File: src/rtl/lane_sched_pkg.sv
// Shared types and defaults for the lane result scheduler.
// Imported by the scheduler top and its arbiter.
package lane_sched_pkg;

  typedef enum logic {COLLECT, PRESENT} sched_state_e;

  localparam int DEF_DATA_WIDTH = 8;
  localparam int DEF_NUM_LANES  = 4;
  localparam int DEF_CNT_WIDTH  = 8;

  function automatic int res_width(input int dw, input int nl);
    return dw * nl;
  endfunction

endpackage

File: src/rtl/lane_result_scheduler_rr_arbiter.sv
// Rotating-priority one-hot arbiter; search starts at i_ptr.
// Pointer state is owned by the instantiating block.
module rr_arbiter
  import lane_sched_pkg::*;
#(
  parameter int N  = DEF_NUM_LANES,
  parameter int PW = (N > 1) ? $clog2(N) : 1
) (
  input  logic [N-1:0]  i_req,
  input  logic [PW-1:0] i_ptr,
  input  logic          i_en,
  output logic [N-1:0]  o_gnt
);

  always_comb begin
    logic          w_found;
    logic [PW-1:0] w_idx;
    o_gnt   = '0;
    w_found = 1'b0;
    w_idx   = '0;
    for (int k = 0; k < N; k++) begin
      w_idx = PW'((int'(i_ptr) + k) % N);
      if (i_en && !w_found && i_req[w_idx]) begin
        o_gnt[w_idx] = 1'b1;
        w_found      = 1'b1;
      end
    end
  end

endmodule

File: src/rtl/lane_result_scheduler.sv
// Collects one word per lane into a packed frame, round-robin,
// then hands the full frame downstream over valid/ready.
module lane_result_scheduler
  import lane_sched_pkg::*;
#(
  parameter int DATA_WIDTH = DEF_DATA_WIDTH,
  parameter int NUM_LANES  = DEF_NUM_LANES,
  parameter int CNT_WIDTH  = DEF_CNT_WIDTH
) (
  input  logic                 i_clk,
  input  logic                 i_rst,
  input  logic [NUM_LANES-1:0] i_req_valid,
  input  logic [res_width(DATA_WIDTH, NUM_LANES)-1:0] i_req_data,
  output logic [NUM_LANES-1:0] o_req_ready,
  input  logic                 i_flush,
  output logic [res_width(DATA_WIDTH, NUM_LANES)-1:0] o_result,
  output logic                 o_result_valid,
  input  logic                 i_result_ready,
  output logic [NUM_LANES-1:0] o_fill_mask,
  output logic [CNT_WIDTH-1:0] o_frame_count
);

  localparam int PW = (NUM_LANES > 1) ? $clog2(NUM_LANES) : 1;

  sched_state_e         r_state;
  sched_state_e         w_state_nxt;
  logic [NUM_LANES-1:0] r_fill;
  logic [NUM_LANES-1:0] w_fill_nxt;
  logic [NUM_LANES-1:0] w_elig;
  logic [NUM_LANES-1:0] w_gnt;
  logic [PW-1:0]        r_ptr;
  logic [PW-1:0]        w_ptr_nxt;
  logic [PW-1:0]        w_gidx;
  logic [CNT_WIDTH-1:0] r_cnt;
  logic                 w_collect;
  logic                 w_en;
  logic                 w_clr;
  logic                 w_acc;
  logic                 w_hand;

  assign w_collect = (r_state == COLLECT);
  assign w_elig    = i_req_valid & ~r_fill;
  // Flush and reset both silence every handshake this cycle.
  assign w_en      = w_collect & ~i_flush & ~i_rst;
  assign w_clr     = w_collect & i_flush;
  assign w_acc     = |w_gnt;
  assign w_hand    = (r_state == PRESENT) & i_result_ready;

  rr_arbiter #(
    .N  (NUM_LANES),
    .PW (PW)
  ) u_arb (
    .i_req (w_elig),
    .i_ptr (r_ptr),
    .i_en  (w_en),
    .o_gnt (w_gnt)
  );

  always_comb begin
    w_gidx = '0;
    for (int i = 0; i < NUM_LANES; i++) begin
      if (w_gnt[i]) w_gidx = PW'(i);
    end
  end

  always_comb begin
    w_state_nxt = r_state;
    w_fill_nxt  = r_fill;
    w_ptr_nxt   = r_ptr;
    unique case (r_state)
      COLLECT: begin
        if (w_clr) begin
          w_fill_nxt = '0;
        end else if (w_acc) begin
          w_fill_nxt = r_fill | w_gnt;
          w_ptr_nxt  = (w_gidx == PW'(NUM_LANES - 1))
                     ? '0 : w_gidx + 1'b1;
          if (&(r_fill | w_gnt)) w_state_nxt = PRESENT;
        end
      end
      PRESENT: begin
        if (i_result_ready) begin
          w_state_nxt = COLLECT;
          w_fill_nxt  = '0;
        end
      end
      default: ;
    endcase
  end

  always_ff @(posedge i_clk) begin
    if (i_rst) begin
      r_state <= COLLECT;
      r_fill  <= '0;
      r_ptr   <= '0;
      r_cnt   <= '0;
    end else begin
      r_state <= w_state_nxt;
      r_fill  <= w_fill_nxt;
      r_ptr   <= w_ptr_nxt;
      if (w_hand) r_cnt <= r_cnt + 1'b1;
    end
  end

  for (genvar i = 0; i < NUM_LANES; i++) begin : g_lane
    logic [DATA_WIDTH-1:0] r_word;
    always_ff @(posedge i_clk) begin
      if (i_rst || w_clr) begin
        r_word <= '0;
      end else if (w_gnt[i]) begin
        r_word <= i_req_data[i*DATA_WIDTH +: DATA_WIDTH];
      end
    end
    assign o_result[i*DATA_WIDTH +: DATA_WIDTH] = r_word;
  end

  assign o_req_ready    = w_gnt;
  assign o_result_valid = (r_state == PRESENT);
  assign o_fill_mask    = r_fill;
  assign o_frame_count  = r_cnt;

endmodule

File: config.mk
export PLATFORM = sky130hd
export DESIGN_NAME = lane_result_scheduler
export DESIGN_NICKNAME = d
export VERILOG_FILES = /design/src/rtl/lane_sched_pkg.sv /design/src/rtl/lane_result_scheduler_rr_arbiter.sv /design/src/rtl/lane_result_scheduler.sv
export SDC_FILE = /design/constraint.sdc
export NUM_CORES = 1
export LEC_CHECK = 0
export CAP_MARGIN = 40
export CORE_UTILIZATION = 38
export DETAILED_ROUTE_END_ITERATION = 6
export PLACE_DENSITY = 0.75
export SLEW_MARGIN = 15
export SYNTH_ARGS = -nofsm -noshare
export SYNTH_HDL_FRONTEND = slang
export SYNTH_SLANG_ARGS = --single-unit
export TNS_END_PERCENT = 10
File: constraint.sdc
create_clock -name i_clk -period 2.3 [get_ports i_clk]
set_clock_uncertainty 0.15 [all_clocks]
set_input_delay 0.23 -clock i_clk [delete_from_list [all_inputs] [get_ports i_clk]]
set_output_delay 0.23 -clock i_clk [all_outputs]
set_load 0.05 [all_outputs]
==> results of run 1 <==
worst min-delay path by stage:
stage                              startpoint                   to  slack (ns)  cells after the start
after floorplan                i_req_data[26]  g_lane[3].r_word[2]        0.23                      2
after global placement    g_lane[2].r_word[5]  g_lane[2].r_word[5]        0.32                      2
after detailed placement  g_lane[3].r_word[5]  g_lane[3].r_word[5]        0.33                      2
after CTS                 g_lane[3].r_word[5]  g_lane[3].r_word[5]        0.35                      2
after global routing      g_lane[1].r_word[4]  g_lane[1].r_word[4]        0.38                      2
final                     g_lane[3].r_word[5]  g_lane[3].r_word[5]        0.34                      2
metrics by stage:
step | total power [W] | util (%) | std cells
2_1_floorplan | 0.00164 | - | 225
3_3_place_gp | 0.00201 | 61.3 | 398
3_5_place_dp | 0.00201 | 61.3 | 398
4_1_cts | 0.00271 | 65.8 | 417
5_1_grt | 0.00290 | 66.8 | 418
6_report | 0.00276 | 66.8 | 418
power breakdown:
group	leakage (nW)	total (W)	switching, W	internal, W
clock	0.0484	0.000525	0.000278	0.000247
sequential	0.384	0.000895	0.0000316	0.000864
combinational	0.912	0.00134	0.000682	0.000657
cell usage after synthesis, drive strengths merged:
cell type	number
dfxtp	47
nor2	46
mux2i	32
nand2	19
a21oi	11
ha	7
nor3	7
and3	5
clkbuf	5
o21ai	5
xor2	5
buf	4
nand2b	4
nor2b	4
inv	3
mux4	3
nand3	3
o221ai	2
xnor2	2
a211oi	1
a21o	1
a22oi	1
a31o	1
and2	1
clkinv	1
nor3b	1
nor4	1
o21a	1
o31ai	1
or3	1
routing by layer:
metal  routed length, um  global-route usage [%]
met1                2710                    25.2
met2                2660                    32.5
met3                 327                    5.48
met4                  78                    5.85
met5                   0                       0
flip-flops by register name, summed over array words and instances, names as in the netlist:
signal	flops
o_fill_mask	4
r_ptr	2
o_frame_count	8
g_lane.r_word	32
o_result_valid	1
logic make-up (layout without fill, tap and decap cells):
logic type | Yosys count | in the layout
DFF | 47 | 47
muxes | 35 | 35
AOI/OAI and AO/OA | 24 | 24
xor gates and xnor gates | 7 | 7
adders and majority gates | 7 | 7
and+or+nand+nor | 92 | 92
buffers and inverters | 13 | 134
worst reg2reg max path, delay by kind of cell, from the launching register on:
| family | cells | cell delay [ns] |
|---|---|---|
| AO/OA/AOI/OAI | 3 | 0.67 |
| buffers and inverters | 3 | 0.36 |
| flip-flops | 1 | 0.36 |
| multiplexers | 1 | 0.55 |
| AND/OR/NAND/NOR | 2 | 0.29 |
cell type report:
cell class | instances | area (um2) | share of cell area [%]
clock inverters | 1 | 8.76 | 0.239
multi-input cells | 165 | 1230 | 33.6
flip-flops and latches | 47 | 961 | 26.3
repair buffers | 122 | 1260 | 34.4
well taps | 72 | 90.1 | 2.46
inverters | 4 | 22.5 | 0.616
clock buffers | 7 | 86.3 | 2.36
what timing repair did:
item	CTS	global route
resized for setup	21	12
buffers inserted	11	1
endpoints found under the hold margin	0	0
hold buffers	0	0
pin swaps	6	3
setup endpoints to repair	39	42
==> summary.md, run 1 <==
| Metric | Value |
|---|---|
| Reg2reg path depth | 9 |
| Simple-gate area share of the yosys netlist | 19.0% |
| VDD IR max | 0.427 mV |
| Hold Crit Class | register to register |
| Via count | 2047 |
| Placed cell areas | 0.00335 mm2 |
| Grt ovf | 0 |
| Number of port buffers | 88 |
| Worst path max stage delay | 0.55 ns |
| Post-DRT Antenna Nets | 0 |
| Max clock buf depth | 2 |
| Avg Inst Size Synth | 9.58 um2 |
| # DRC | 0 |
| Critical Path Start | r_ptr[0] |
| Pre-CTS setup slack | -0.438 ns |
| Final period util | 112% |
| Worst setup SP type | register |
| Fin Setup TNS | -4.19 ns |
| Crit-path leading delay family | multiplexers |
| Clk root buf | clkbuf_8 |
| Slowest stage cell, crit path | mux4_2 |
| PD cells | 754 mW/mm2 |
| Worst skew pair latency | 0.30 ns |
| CP Class | register to output pin |
| Drt total wl | 5.77 mm |
| # rows | 27 |
| Leakage | 1.34 nW |
| Critical Path Sink | o_req_ready[1] |
| Buf/Inv on CP | 3 |
| Core area | 0.00547 mm2 |
| Share of layout cells above drive strength 1 | 23.1% |
| Fmax | 388 MHz |
| Initial Util | 39.4% |
| CP Depth | 7 |
| Final WS setup | -0.275 ns |
| RD Place Congestion | 0.844 |
| Global-route wire length before repair | 9.33 mm |
| Largest cells by area after synthesis | dfxtp_1 44%, mux2i_1 15%, nor2_1 7.8% |
| Nets@finish | 392 |
| H-tree depth | 2 |
| Reg2reg end | r_ptr[1] |
| Most frequent cells in the layout | 82 x clkdlybuf4s50_1, 45 x nor2_1, 41 x dfxtp_1 |
| CTS buffer count | 5 |
| Synth Warn # | 0 |
| Max-cap viol count | 0 |
| DR WL/cell | 13.8 um |
| Netlist cell types | 37 |
| Synthesized Nets | 272 |
| Flops & latches, synth | 47 |
| Post-synth top area cell | dfxtp_1 |
| HPWL after DPL | 3.80 mm |
| Area share of the largest cell type after synthesis | 43.6% |
| Slew Limit Fails | 0 |
| CP endpoint kind | output pin |
| Synth Cell Area | 0.00216 mm2 |
| R2R Path Start | r_ptr[0] |
| Vias per cell | 4.90 |
| Synth Area in Compound Gates | 8.30% |
| Cell count after synthesis | 225 |
| Initial antenna violation count | 0 |
| Final min period | 2.58 ns |
| Die ar. | 0.00598 mm2 |
| WHS | 0.344 ns |
| Pin count of the biggest net entering global routing | 33 |
| Length of the first detailed-routing pass in iterations | 4 |
| CTS sink cnt | 47 |
| Clock slew at reported path FFs | 0.08 ns |
| Post-synthesis xor/xnor area fraction | 2.84% |
| Largest family of logic cells by synthesized area | simple AND/OR/NAND/NOR gates |
| Flop2flop setup slack | -0.19 ns |
| Worst path arrival time | 2.20 ns |
| N_diodes | 0 |
| Crit path required time | 1.92 ns |
| Number of global-route vias before repair | 1965 |
| DIE WIDTH | 77.3 um |
| Violated checks | negative setup slack |
| Hold Vio Cnt, Final | 0 |
| Final Cell Area | 0.00366 mm2 |
| CTS tree | yes |
| I/O pins | 89 |
| Slew @ Worst Pin | 0.521 ns |
| Fill count | 445 |
| Unrepaired setup endpoints after global routing | yes |
| Worst path cell trace | inv_4 > buf_6 > mux4_2 > nor3b_4 > a21oi_1 > o21ai_4 > buf_12 |
| Register area share after synthesis | 43.6% |
| Area growth syn-to-layout | 69.6% |
| Endpoints failing setup | 39 |
| Total GRT Usage | 19.8% |
| Post-synthesis mux area share | 18.0% |
| Commonest non-fill, non-tap cell in the layout | clkdlybuf4s50_1 |
| Outcome | finished, violations left |
| Area share of fa/ha/maj cells after synthesis | 4.06% |
| Max transition margin | 65.2% |
| First-iteration detailed-routing DRC count | 72 |
| Crit path max fanout | 3 |
| Die H | 77.3 um |
Note: power is estimated with default switching activity, not from simulation.
==> run 2, diff against run 1 <==
--- a/config.mk
+++ b/config.mk
@@ -6,9 +6,13 @@
 export NUM_CORES = 1
 export LEC_CHECK = 0
 export CAP_MARGIN = 40
-export CORE_UTILIZATION = 38
+export CELL_PAD_IN_SITES_DETAIL_PLACEMENT = 1
+export CELL_PAD_IN_SITES_GLOBAL_PLACEMENT = 1
+export CORE_MARGIN = 3
+export CORE_UTILIZATION = 28
 export DETAILED_ROUTE_END_ITERATION = 6
-export PLACE_DENSITY = 0.75
+export GPL_ROUTABILITY_DRIVEN = 0
+export PLACE_DENSITY_LB_ADDON = 0.1
 export SLEW_MARGIN = 15
 export SYNTH_ARGS = -nofsm -noshare
 export SYNTH_HDL_FRONTEND = slang
==> summary.md, run 2 (synthesis gave the netlist of run 1 again) <==
| Metric | Value |
|---|---|
| Outcome | finished, violations left |
| Violated checks | negative setup slack |
| Length of the first detailed-routing pass in iterations | 3 (-1) |
| Die H | 93.7 um (+21%) |
| Via count | 2046 (-0.049%) |
| Met2 usage | 26.0% (-6.5 points) |
| N_diodes | 0 (unchanged) |
| Flop2flop setup slack | -0.22 ns (-0.03 ns) |
| Leakage | 1.36 nW (+1.0%) |
| Hold Crit Class | register to register |
| CP Class | register to output pin |
| Max clock buf depth | 2 (unchanged) |
| Worst setup SP type | register |
| Post-DRT Antenna Nets | 0 (unchanged) |
| Vias per cell | 4.56 (-6.9%) |
| Worst path arrival time | 2.23 ns (+0.03 ns) |
| CTS sink cnt | 47 (unchanged) |
| Grt ovf | 0 (unchanged) |
| Number of port buffers | 88 (unchanged) |
| Total GRT Usage | 16.4% (-3.4 points) |
| Reg2reg path depth | 11 (+2) |
| Global-route wire length before repair | 11.4 mm (+22%) |
| Max-cap viol count | 0 (unchanged) |
| Post-layout util | 50.7% (-16 points) |
| VDD IR max | 0.393 mV (-7.8%) |
| CTS buffer count | 5 (unchanged) |
| Top Usage Layer GRT | met2 |
| Final min period | 2.61 ns (+0.0299 ns) |
| Slew @ Worst Pin | 0.537 ns (+0.0159 ns) |
| Crit path required time | 1.92 ns (about the same) |
| Max reg flops | 32 (unchanged) |
| DR WL/cell | 15.3 um (+11%) |
| Nets@finish | 396 (+1.0%) |
| Hold Vio Cnt, Final | 0 (unchanged) |
| Final period util | 113% (+1.3 points) |
| Pin count of the biggest net entering global routing | 33 (unchanged) |
| I/O pins | 89 (unchanged) |
| Core area | 0.00737 mm2 (+35%) |
| Clk root buf | clkbuf_8 |
| Die ar. | 0.00879 mm2 (+47%) |
| Met1 Usage GRT | 20.9% (-4.3 points) |
| Share of layout cells above drive strength 1 | 24.9% (+1.7 points) |
| Endpoints failing setup | 40 (+2.6%) |
| CTS tree | yes |
| Slew Limit Fails | 0 (unchanged) |
| Crit path max fanout | 5 (+2) |
| Critical Path Start | r_ptr[0] |
| First-iteration detailed-routing DRC count | 32 (-56%) |
| Most frequent cells in the layout | 84 x clkdlybuf4s50_1, 45 x nor2_1, 41 x dfxtp_1 |
| Worst skew pair latency | 0.30 ns (about the same) |
| Critical Path Sink | o_req_ready[2] |
| Number of global-route vias before repair | 2308 (+17%) |
| # rows | 31 (+15%) |
| Commonest non-fill, non-tap cell in the layout | clkdlybuf4s50_1 |
| Max transition margin | 64.1% (-1.1 points) |
| Fmax | 384 MHz (-1.1%) |
| R2R Path Start | r_ptr[0] |
| WHS | 0.349 ns (+0.00553 ns) |
| Clock slew at reported path FFs | 0.09 ns (about the same) |
| Final WS setup | -0.305 ns (-0.0299 ns) |
| Area growth syn-to-layout | 73.2% |
| Unrepaired setup endpoints after global routing | yes |
| M3 GR Usage | 6.41% (+0.93 points) |
| Initial antenna violation count | 0 (unchanged) |
| Drt total wl | 6.86 mm (+19%) |
| Reg with most FFs | g_lane.r_word |
| Initial Util | 29.3% (-10 points) |
| Reg2reg end | g_lane[2].r_word[2] |
| HPWL after DPL | 4.90 mm (+29%) |
| DIE WIDTH | 93.7 um (+21%) |
| PD cells | 750 mW/mm2 (-0.59%) |
| # DRC | 0 (unchanged) |
| CP endpoint kind | output pin |
| H-tree depth | 2 (unchanged) |
| Fill count | 845 (+90%) |
run 2: metal layers:
layer / part of all wire [%] / wire [um] / vias up
met3: 7.8 / 536 / 4
met5: 0 / 0 / -
li1: - / - / 1013
met1: 44 / 3050 / 978
met2: 47 / 3220 / 51
met4: 0.77 / 53 / 0
run 2: stage by stage:
step	instances	TNS [ns]	total power, W	cell area, um2	worst slack, ns
6_report	449	-5.45	0.00280	3730	-0.305
5_1_grt	449	-10.60	0.00296	3730	-0.398
4_1_cts	449	-5.92	0.00280	3710	-0.299
3_5_place_dp	430	-13.57	0.00208	3440	-0.387
3_3_place_gp	430	-12.43	0.00208	3440	-0.455
2_1_floorplan	225	0	0.00164	2240	0.00127
run 2: report_power, final:
part           switching [W]  internal (W)  total [W]  leakage (nW)
Clock               0.000296      0.000219   0.000515        0.0418
Combinational       0.000707      0.000682    0.00139         0.932
Sequential         0.0000320      0.000864   0.000896         0.384
run 2: how the worst min path moves through the flow:
stage | slack, ns | end | from | cells after the start
global placement | 0.32 | g_lane[1].r_word[1] | g_lane[1].r_word[1] | 2
finish | 0.35 | g_lane[0].r_word[5] | g_lane[0].r_word[5] | 2
CTS | 0.36 | g_lane[0].r_word[5] | g_lane[0].r_word[5] | 2
floorplan | 0.23 | g_lane[3].r_word[2] | i_req_data[26] | 2
global route | 0.39 | g_lane[2].r_word[1] | g_lane[2].r_word[1] | 2
detailed placement | 0.33 | g_lane[1].r_word[0] | g_lane[1].r_word[0] | 2
run 2: area by class of cell:
class                      count  area, um2  area share (%)
tap                           99        124            3.32
timing repair buffer         126       1280            34.4
clock inverter                 2       16.3           0.436
clock buffer                   6       72.6            1.94
sequential                    47        961            25.7
inverter                       4       25.0           0.670
multi-input combinational    165       1250            33.5
run 2: what timing repair did:
action	in CTS	in global routing
endpoints found under the setup margin	38	43
pin swaps	10	5
setup buffers	11	0
hold buffers	0	0
resized for setup	24	7
run 2: worst max-delay path: stages (launching register included):
cell      delay, ns
dfxtp_4        0.38
inv_6          0.05
ha_4           0.31
mux4_2         0.40
nand2_1        0.11
nand2_1        0.07
o221ai_2       0.20
nand2_2        0.13
buf_12         0.14
buf_12         0.14
==> run 3, diff against run 2 <==
--- a/config.mk
+++ b/config.mk
@@ -8,7 +8,6 @@
 export CAP_MARGIN = 40
 export CELL_PAD_IN_SITES_DETAIL_PLACEMENT = 1
 export CELL_PAD_IN_SITES_GLOBAL_PLACEMENT = 1
-export CORE_MARGIN = 3
 export CORE_UTILIZATION = 28
 export DETAILED_ROUTE_END_ITERATION = 6
 export GPL_ROUTABILITY_DRIVEN = 0
==> summary.md, run 3 (synthesis gave the netlist of run 1 again) <==
| Metric | Value |
|---|---|
| Unrepaired setup endpoints after global routing | yes |
| Final min period | 2.60 ns (-0.00474 ns) |
| Met1 Usage GRT | 21.0% (+0.094 points) |
| Clk pwr share | 18.1% (-0.3 points) |
| Hold Vio Cnt, Final | 0 (unchanged) |
| Area of the multi-input gates | 0.00127 mm2 (+1.7%) |
| Grt ovf | 0 (unchanged) |
| Hold Path End | g_lane[2].r_word[7] |
| Worst path arrival time | 2.22 ns (about the same) |
| Max clock buf depth | 2 (unchanged) |
| Cts hold-fix bufs | 0 (unchanged) |
| Via count | 2057 (+0.54%) |
| Final period util | 113% (-0.21 points) |
| N_diodes | 0 (unchanged) |
| Violated checks | negative setup slack |
| CTS sink cnt | 47 (unchanged) |
| Worst skew pair latency | 0.30 ns (about the same) |
| Slew Limit Fails | 0 (unchanged) |
| Max transition margin | 62.8% (-1.3 points) |
| Max-cap viol count | 0 (unchanged) |
| Crit path required time | 1.92 ns (about the same) |
| Sequential power share | 31.8% (-0.2 points) |
| R2R Path Start | r_ptr[0] |
| VDD IR max | 0.329 mV (-16%) |
| Total GRT Usage | 17.9% (+1.4 points) |
| First-iteration detailed-routing DRC count | 34 (+6.3%) |
| Combinational power share | 50.1% (+0.5 points) |
| Psw | 0.00104 W (+0.80%) |
| Top Usage Layer GRT | met2 |
| # rows | 31 (unchanged) |
| H-tree depth | 2 (unchanged) |
| Pin count of the biggest net entering global routing | 33 (unchanged) |
| Most frequent cells in the layout | 80 x clkdlybuf4s50_1, 45 x nor2_1, 41 x dfxtp_1 |
| Number of global-route vias before repair | 2326 (+0.78%) |
| M3 GR Usage | 5.50% (-0.91 points) |
| CP Class | register to output pin |
| HPWL after DPL | 4.69 mm (-4.2%) |
| Global-route wire length before repair | 11.6 mm (+1.7%) |
| Die H | 89.7 um (-4.3%) |
| Worst setup SP type | register |
| Clk root buf | clkbuf_8 |
| Share of layout cells above drive strength 1 | 26.5% (+1.6 points) |
| Fill count | 806 (-4.6%) |
| Flip-flop and latch area | 961 um2 (unchanged) |
| Number of port buffers | 88 (unchanged) |
| WHS | 0.352 ns (+0.00253 ns) |
| Crit path max fanout | 9 (+4) |
| Internal | 0.00178 W (+0.77%) |
| CTS buffer count | 5 (unchanged) |
| Vias per cell | 4.53 (-0.57%) |
| Fmax | 385 MHz (+0.18%) |
| Hold Crit Class | register to register |
| Outcome | finished, violations left |
| Clock slew at reported path FFs | 0.09 ns (about the same) |
| # DRC | 0 (unchanged) |
| CP endpoint kind | output pin |
| DR WL/cell | 15.2 um (-0.60%) |
| Core area | 0.00733 mm2 (-0.53%) |
| Max reg flops | 32 (unchanged) |
| Met2 usage | 31.1% (+5.1 points) |
| Reg2reg path depth | 12 (+1) |
| Post-DRT Antenna Nets | 0 (unchanged) |
| Sw frac | 37.0% (about the same) |
| Initial Util | 29.4% (+0.15 points) |
| Depth of the worst hold-timing path | 2 (unchanged) |
| Pre-CTS setup slack | -0.457 ns (-0.0707 ns) |
| Length of the first detailed-routing pass in iterations | 4 (+1) |
| Final WS setup | -0.300 ns (+0.00474 ns) |
| Die ar. | 0.00805 mm2 (-8.4%) |
| Endpoints failing setup | 40 (unchanged) |
| CTS tree | yes |
| Leakage | 1.43 nW (+5.5%) |
| DIE WIDTH | 89.7 um (-4.3%) |
| Reg with most FFs | g_lane.r_word |
| Flop2flop setup slack | -0.18 ns (+0.04 ns) |
| PD cells | 744 mW/mm2 (-0.81%) |
| Commonest non-fill, non-tap cell in the layout | clkdlybuf4s50_1 |
| Reg2reg end | g_lane[1].r_word[2] |
| Slew @ Worst Pin | 0.556 ns (+0.0188 ns) |
| Nets@finish | 401 (+1.3%) |
| Initial antenna violation count | 0 (unchanged) |
| Area growth syn-to-layout | 76.0% |
| HP Start | g_lane[2].r_word[7] |
| Drt total wl | 6.90 mm (+0.51%) |
| I/O pins | 89 (unchanged) |
run 3: what timing repair did:
action	CTS	global route
gates resized for setup	33	7
setup endpoints to repair	38	41
pin swaps	14	5
buffers inserted	18	1
run 3: power by group through the flow:
stage / registers, W / clock network (W) / logic (W)
after floorplan: 0.00103 / 0 / 0.000605
after global placement: 0.000912 / 0 / 0.00114
after detailed placement: 0.000913 / 0 / 0.00115
after CTS: 0.000897 / 0.000528 / 0.00137
after global routing: 0.000903 / 0.000559 / 0.00151
final: 0.000897 / 0.000511 / 0.00141
run 3: how the worst max path moves through the flow:
| stage | start | end | slack, ns | cells after the start |
|---|---|---|---|---|
| after global routing | r_ptr[0] | o_req_ready[1] | -0.36 | 9 |
| after CTS | r_ptr[0] | o_req_ready[3] | -0.26 | 9 |
| after floorplan | r_ptr[0] | g_lane[3].r_word[2] | 0.001 | 10 |
| after detailed placement | i_req_valid[3] | o_result_valid | -0.46 | 9 |
| after global placement | i_req_valid[2] | o_result_valid | -0.42 | 9 |
| final | o_fill_mask[2] | o_req_ready[0] | -0.30 | 7 |
run 3: final cells by class:
type                    count  share of cell area, %
multi-input cells         165                   33.6
well taps                  99                   3.26
inverters                   4                  0.659
flip-flops and latches     47                   25.3
clock inverters             2                  0.297
repair buffers            131                   35.0
clock buffers               6                   1.91
run 3: worst max-delay path, stage by stage (launching register included):
cell      delay [ns]
dfxtp_4         0.35
nand2b_4        0.15
mux4_2          0.60
o21ai_0         0.31
a31o_4          0.18
clkinv_4        0.07
buf_12          0.12
buf_12          0.13
run 3: metal layers:
| layer | part of all wire (%) | routed length (um) |
|---|---|---|
| met5 | 0 | 0 |
| met4 | 1.4 | 94 |
| met3 | 6.6 | 456 |
| met2 | 49 | 3380 |
| met1 | 43 | 2970 |
run 3: stage by stage:
step	power (W)	utilization, %	instances	setup TNS, ns	area (um2)
after global placement	0.00205	46.6	427	-12.27	3420
after detailed placement	0.00206	46.6	427	-13.55	3420
after global routing	0.00297	51.8	454	-8.57	3790
final	0.00282	51.8	454	-4.35	3790
after floorplan	0.00164	-	225	0	2240
after CTS	0.00280	51.2	453	-3.56	3760
==> variant 1 (config.mk and constraints of run 1) <==
Set the package constant `DEF_NUM_LANES` to 8 (it was 4).
--- a/src/rtl/lane_sched_pkg.sv
+++ b/src/rtl/lane_sched_pkg.sv
@@ -7,3 +7,3 @@
   localparam int DEF_DATA_WIDTH = 8;
-  localparam int DEF_NUM_LANES  = 4;
+  localparam int DEF_NUM_LANES  = 8;
   localparam int DEF_CNT_WIDTH  = 8;
Interface: changed (5 resized); port bits go from 89 to 165. No check against the original RTL was run, so the function may have changed too.
==> variant 1 against run 1 <==
The run still ends with negative setup slack left; critical path type is now reg2reg; worst setup slack worse by 1.4 ns; critical path depth is 6 higher; die area is 110% higher; design area is 130% higher; area after synthesis is 110% higher; power grew to 4.4 times the old value; wire length grew to 3.3 times the old value; synthesized cell count is 130% higher; sequential cell count is 37 higher; critical endpoint is now r_ptr[0].
==> variant 1: results (changes against run 1) <==
metric;value;unit;change
wl_met1;7.48;mm;+180%
dr.pass1.iters;5;;+1
cts_buffers;9;;+4
gp_congestion;0.971;;+15%
r2r_cells;13;;+4
grt_pass1_vias;5486;;+180%
io_buffers;164;;+86%
critPathMaxStageDelay;0.53;ns;-0.02 ns
cp_max_fo;6;;+3
vdd_drop_max;0.805;mV;+89%
hold_class;in2reg;;
syn-num-nets;600;;+120%
use_met1;34.9;%;+9.7 points
violations;negative setup slack;;
tightest_slew;0.562;ns;+0.0411 ns
ys_warn_count;0;;unchanged
dp_hpwl;13.8;mm;+260%
insertion_delay;0.34;ns;+0.04 ns
routed_wl;19.0;mm;+230%
nets;903;;+130%
met2_length;9.31;mm;+250%
synth_common_cells;nor2_1, dfxtp_1, mux2i_1;;
drive_above_1_share;34.1;%;+11 points
vias_per_cell;5.41;;+10%
grtUsageMet3;8.09;%;+2.6 points
synthAdderAreaFrac;2.50;%;-1.6 points
synth.distinct_cells;68;;+84%
leakage;3.45;nW;+160%
grt_max_degree;65;;+97%
cts-root-buf;clkbuf_16;;
synthMuxAreaShare;17.2;%;-0.82 points
largest_register_ffs;64;;+100%
ys_top_cells_by_area;dfxtp_1, mux2i_1, nor2_1, ha_1, a21oi_1;;
setup_slack;-1.71;ns;-1.44 ns
r2r-start;r_ptr[0];;
endpoint;r_ptr[0];;
h-tree-depth;3;;+1
drt_iter0_drc;326;;+350%
place_area;0.00718;mm^2;+110%
grt_pass1_wl;28.8;mm;+210%
fillers;777;;+75%
synth_xor_xnor_area_share;1.94;%;-0.90 points
dr_wl_met3;1.52;mm;+360%
setup_viol;84;;+120%
status;complete, but fails checks;;
async_flop_share;0;%;unchanged
synth_compound_area_share;12.1;%;+3.8 points
yosysSeqAreaShare;37.3;%;-6.3 points
cpLargestDelayFamily;simple AND/OR/NAND/NOR gates;;
yosysTopAreaCell;dfxtp_1;;
clock_path_buffers;2;;unchanged
critPathArrivalTime;4.09;ns;+1.89 ns
grt_use_total;29.9;%;+10 points
critical_path.endpoint_type;register;;
drc_errors;0;;unchanged
regMostFlops;g_lane.r_word;;
globalRouteMet2Util;50.0;%;+18 points
## variant 1: cell count changes after synthesis, moves of 13 or more
| cell | change |
|---|---|
| clkbuf_1 | +13 |
| dfxtp_1 | +37 |
| inv_1 | +13 |
| mux2i_1 | +34 |
| nand4_1 | +13 |
| nor2_1 | +49 |
## variant 1: repair_timing
action	4_1_cts	5_1_grt
gates resized for setup	102	39
endpoints found under the setup margin	84	84
buffers inserted	26	18
gates cloned	0	1
pin swaps	18	26
## variant 1: layout make-up
cell class	count	area, um^2	share of cell area, %
clock buffer	10	229	2.69
clock inverter	6	68.8	0.808
inverter	16	73.8	0.866
multi-input combinational	381	3100	36.4
sequential	84	1700	20.0
tap	143	179	2.10
timing repair buffer	326	3170	37.2
## variant 1: where the power goes
part           switching, mW  internal (mW)
registers              0.164           1.64
clock network          0.614          0.851
logic                   4.49           4.27
## variant 1: through the flow
stage	setup WS [ns]	std cells	power, mW	TNS [ns]	hold slack, ns
detailed placement	-2.10	907	8.20	-133.33	0.335
finish	-1.71	966	12.0	-101.35	0.335
CTS	-1.61	949	11.0	-88.56	0.333
global route	-1.83	966	12.5	-110.02	0.359
global placement	-2.15	907	8.17	-135.95	0.323
floorplan	-1.58	515	5.43	-79.11	0.224
## variant 1: worst min path at each step
stage	start	endpoint	slack, ns	depth (start not counted)
floorplan	i_req_data[0]	g_lane[0].r_word[0]	0.22	2
global placement	g_lane[7].r_word[4]	g_lane[7].r_word[4]	0.32	2
detailed placement	g_lane[1].r_word[4]	g_lane[1].r_word[4]	0.33	2
CTS	i_req_data[53]	g_lane[6].r_word[5]	0.33	3
global route	i_req_data[0]	g_lane[0].r_word[0]	0.36	3
finish	i_req_data[5]	g_lane[0].r_word[5]	0.33	3
==> variant 2 (flow settings as in run 1) <==
Made on the original files. Make the reset (`i_rst`) asynchronous in one clocked block.
--- a/src/rtl/lane_result_scheduler.sv
+++ b/src/rtl/lane_result_scheduler.sv
@@ -90,3 +90,3 @@
 
-  always_ff @(posedge i_clk) begin
+  always_ff @(posedge i_clk or posedge i_rst) begin
     if (i_rst) begin
Function: differs if i_rst is asserted again (counterexample within 4 cycles, from zero or initial values and one cycle with i_rst high); with i_rst held inactive, the same outputs for 4 cycles.
==> variant 2 against run 1 <==
The run still ends with negative setup slack left; first-iteration DRC count is 25% lower; area after synthesis rose by 1.5%; design area increased by 1.7%; worst setup slack lost 0.31 ns; utilization grew 0.31 points; sequential share of layout area is 1.2 points higher; count of clock-buffer cells in the layout down 1; non-clock buffer count up 7; wire length increased by 0.17%; clock power decreased by 7.4%; sequential cell count did not move; critical path depth increased by 2; global-route usage rose by 0.10 points; power rose by 41%; largest cell class unchanged; largest power group unchanged.
==> variant 2: results (changes against run 1) <==
metric;value;unit;change
status;complete, but fails checks;;
violations;negative setup slack;;
critPathMaxStageDelay;0.60;ns;+0.05 ns
cp_max_fo;5;;+2
gp_congestion;0.831;;-1.6%
setup_tns;-17.54;ns;-13.35 ns
synth.distinct_cells;29;;-22%
hold_class;in2async;;
nets;380;;-3.1%
setup_slack;-0.584;ns;-0.308 ns
vdd_drop_max;0.682;mV;+60%
drt_iter0_drc;54;;-25%
tightest_slew;0.527;ns;+0.00576 ns
synth_common_cells;nor2_1, dfxtp_1, mux2i_1;;
vias_per_cell;4.80;;-1.9%
grt_use_total;19.9;%;+0.10 points
async_flop_share;31.9;%;+32 points
syn-num-nets;251;;-7.7%
grt_pass1_wl;9.41;mm;+0.89%
critPathArrivalTime;2.50;ns;+0.30 ns
drive_above_1_share;23.7;%;+0.53 points
leakage;1.47;nW;+9.3%
place_area;0.00347;mm^2;+3.4%
dp_hpwl;4.12;mm;+8.2%
ys_top_cells_by_area;dfxtp_1, dfrtp_1, mux2i_1, nor2_1, mux4_2;;
yosysSeqAreaShare;46.4;%;+2.8 points
grt_pass1_vias;2011;;+2.3%
setup_viol;43;;+10%
clk_pin_slew;0.09;ns;
-- variant 2: cell count changes after synthesis, moves of 4 or more --
cell | run 1 | this run
nand3_1 | 3 | 10
dfrtp_1 | 0 | 15
dfxtp_1 | 47 | 32
nor3_1 | 7 | 0
a21oi_1 | 11 | 2
nand2_1 | 19 | 8
o31ai_2 | 0 | 4
-- variant 2: path summary, 6_finish.rpt --
| check | start | endpoint | slack [ns] | depth (start not counted) |
|---|---|---|---|---|
| setup / recovery | r_ptr[0] | o_req_ready[0] | -0.58 | 9 |
| hold / removal | i_rst | r_ptr[0] | 0.12 | 3 |
| setup reg to reg | r_ptr[0] | g_lane[2].r_word[4] | -0.49 | 11 |
| hold reg to reg | o_frame_count[7] | o_frame_count[7] | 0.33 | 1 |
| max in group asynchronous | i_rst | o_fill_mask[1] | 1.68 | 3 |
| min in group i_clk | o_frame_count[7] | o_frame_count[7] | 0.33 | 1 |
-- variant 2: cell type report --
type	instances	area, um^2
fill	437	1820
timing repair buffer	129	1320
multi-input combinational	145	1180
sequential	47	1020
tap	72	90.1
clock buffer	6	72.6
inverter	5	23.8
clock inverter	2	11.3
-- variant 2: repair_timing --
item / in CTS / in global routing
buffers inserted: 10 / 1
pin swaps: 7 / 3
resized for setup: 13 / 6
endpoints found under the setup margin: 43 / 43
gates cloned: 0 / 0
-- variant 2: power groups by stage --
stage	clock network (mW)	registers, mW	logic, mW
floorplan	0	1.20	1.12
global placement	0	0.968	2.06
detailed placement	0	0.970	2.10
CTS	0.506	0.952	2.38
global route	0.538	0.961	2.59
finish	0.486	0.952	2.44
-- variant 2: per-stage QoR --
step / setup WS [ns] / cells / power [mW] / util, %
2_1_floorplan: -0.326 / 204 / 2.32 / -
3_3_place_gp: -0.407 / 387 / 3.03 / 62.6
3_5_place_dp: -0.457 / 387 / 3.07 / 62.6
4_1_cts: -0.607 / 405 / 3.83 / 66.6
5_1_grt: -0.669 / 406 / 4.09 / 67.1
6_report: -0.584 / 406 / 3.88 / 67.1
-- variant 2: critical path: cells and delay by family (launching register included) --
family,cells,cell delay [ns]
buffers and inverters,5,0.58
flip-flops,1,0.43
multiplexers,1,0.60
AO/OA/AOI/OAI,2,0.40
adder cells (fa/ha/maj),1,0.21
-- variant 2: routing by layer --
metal  track usage (%)  share of wire [%]  up-vias
li1                  -                  -      965
met2              33.3                 48       52
met5                 0                  0        -
met3              6.35                6.3        8
met4              5.66                1.1        0
met1              24.4                 44      925
-- variant 2: cells by family after synthesis --
logic type / share of synthesized area (%)
buffers and inverters: 3.43
AO/OA/AOI/OAI: 6.86
AND/OR/NAND/NOR: 17.2
flip-flops: 46.4
XOR/XNOR: 2.80
adder cells (fa/ha/maj): 4.00
multiplexers: 19.3
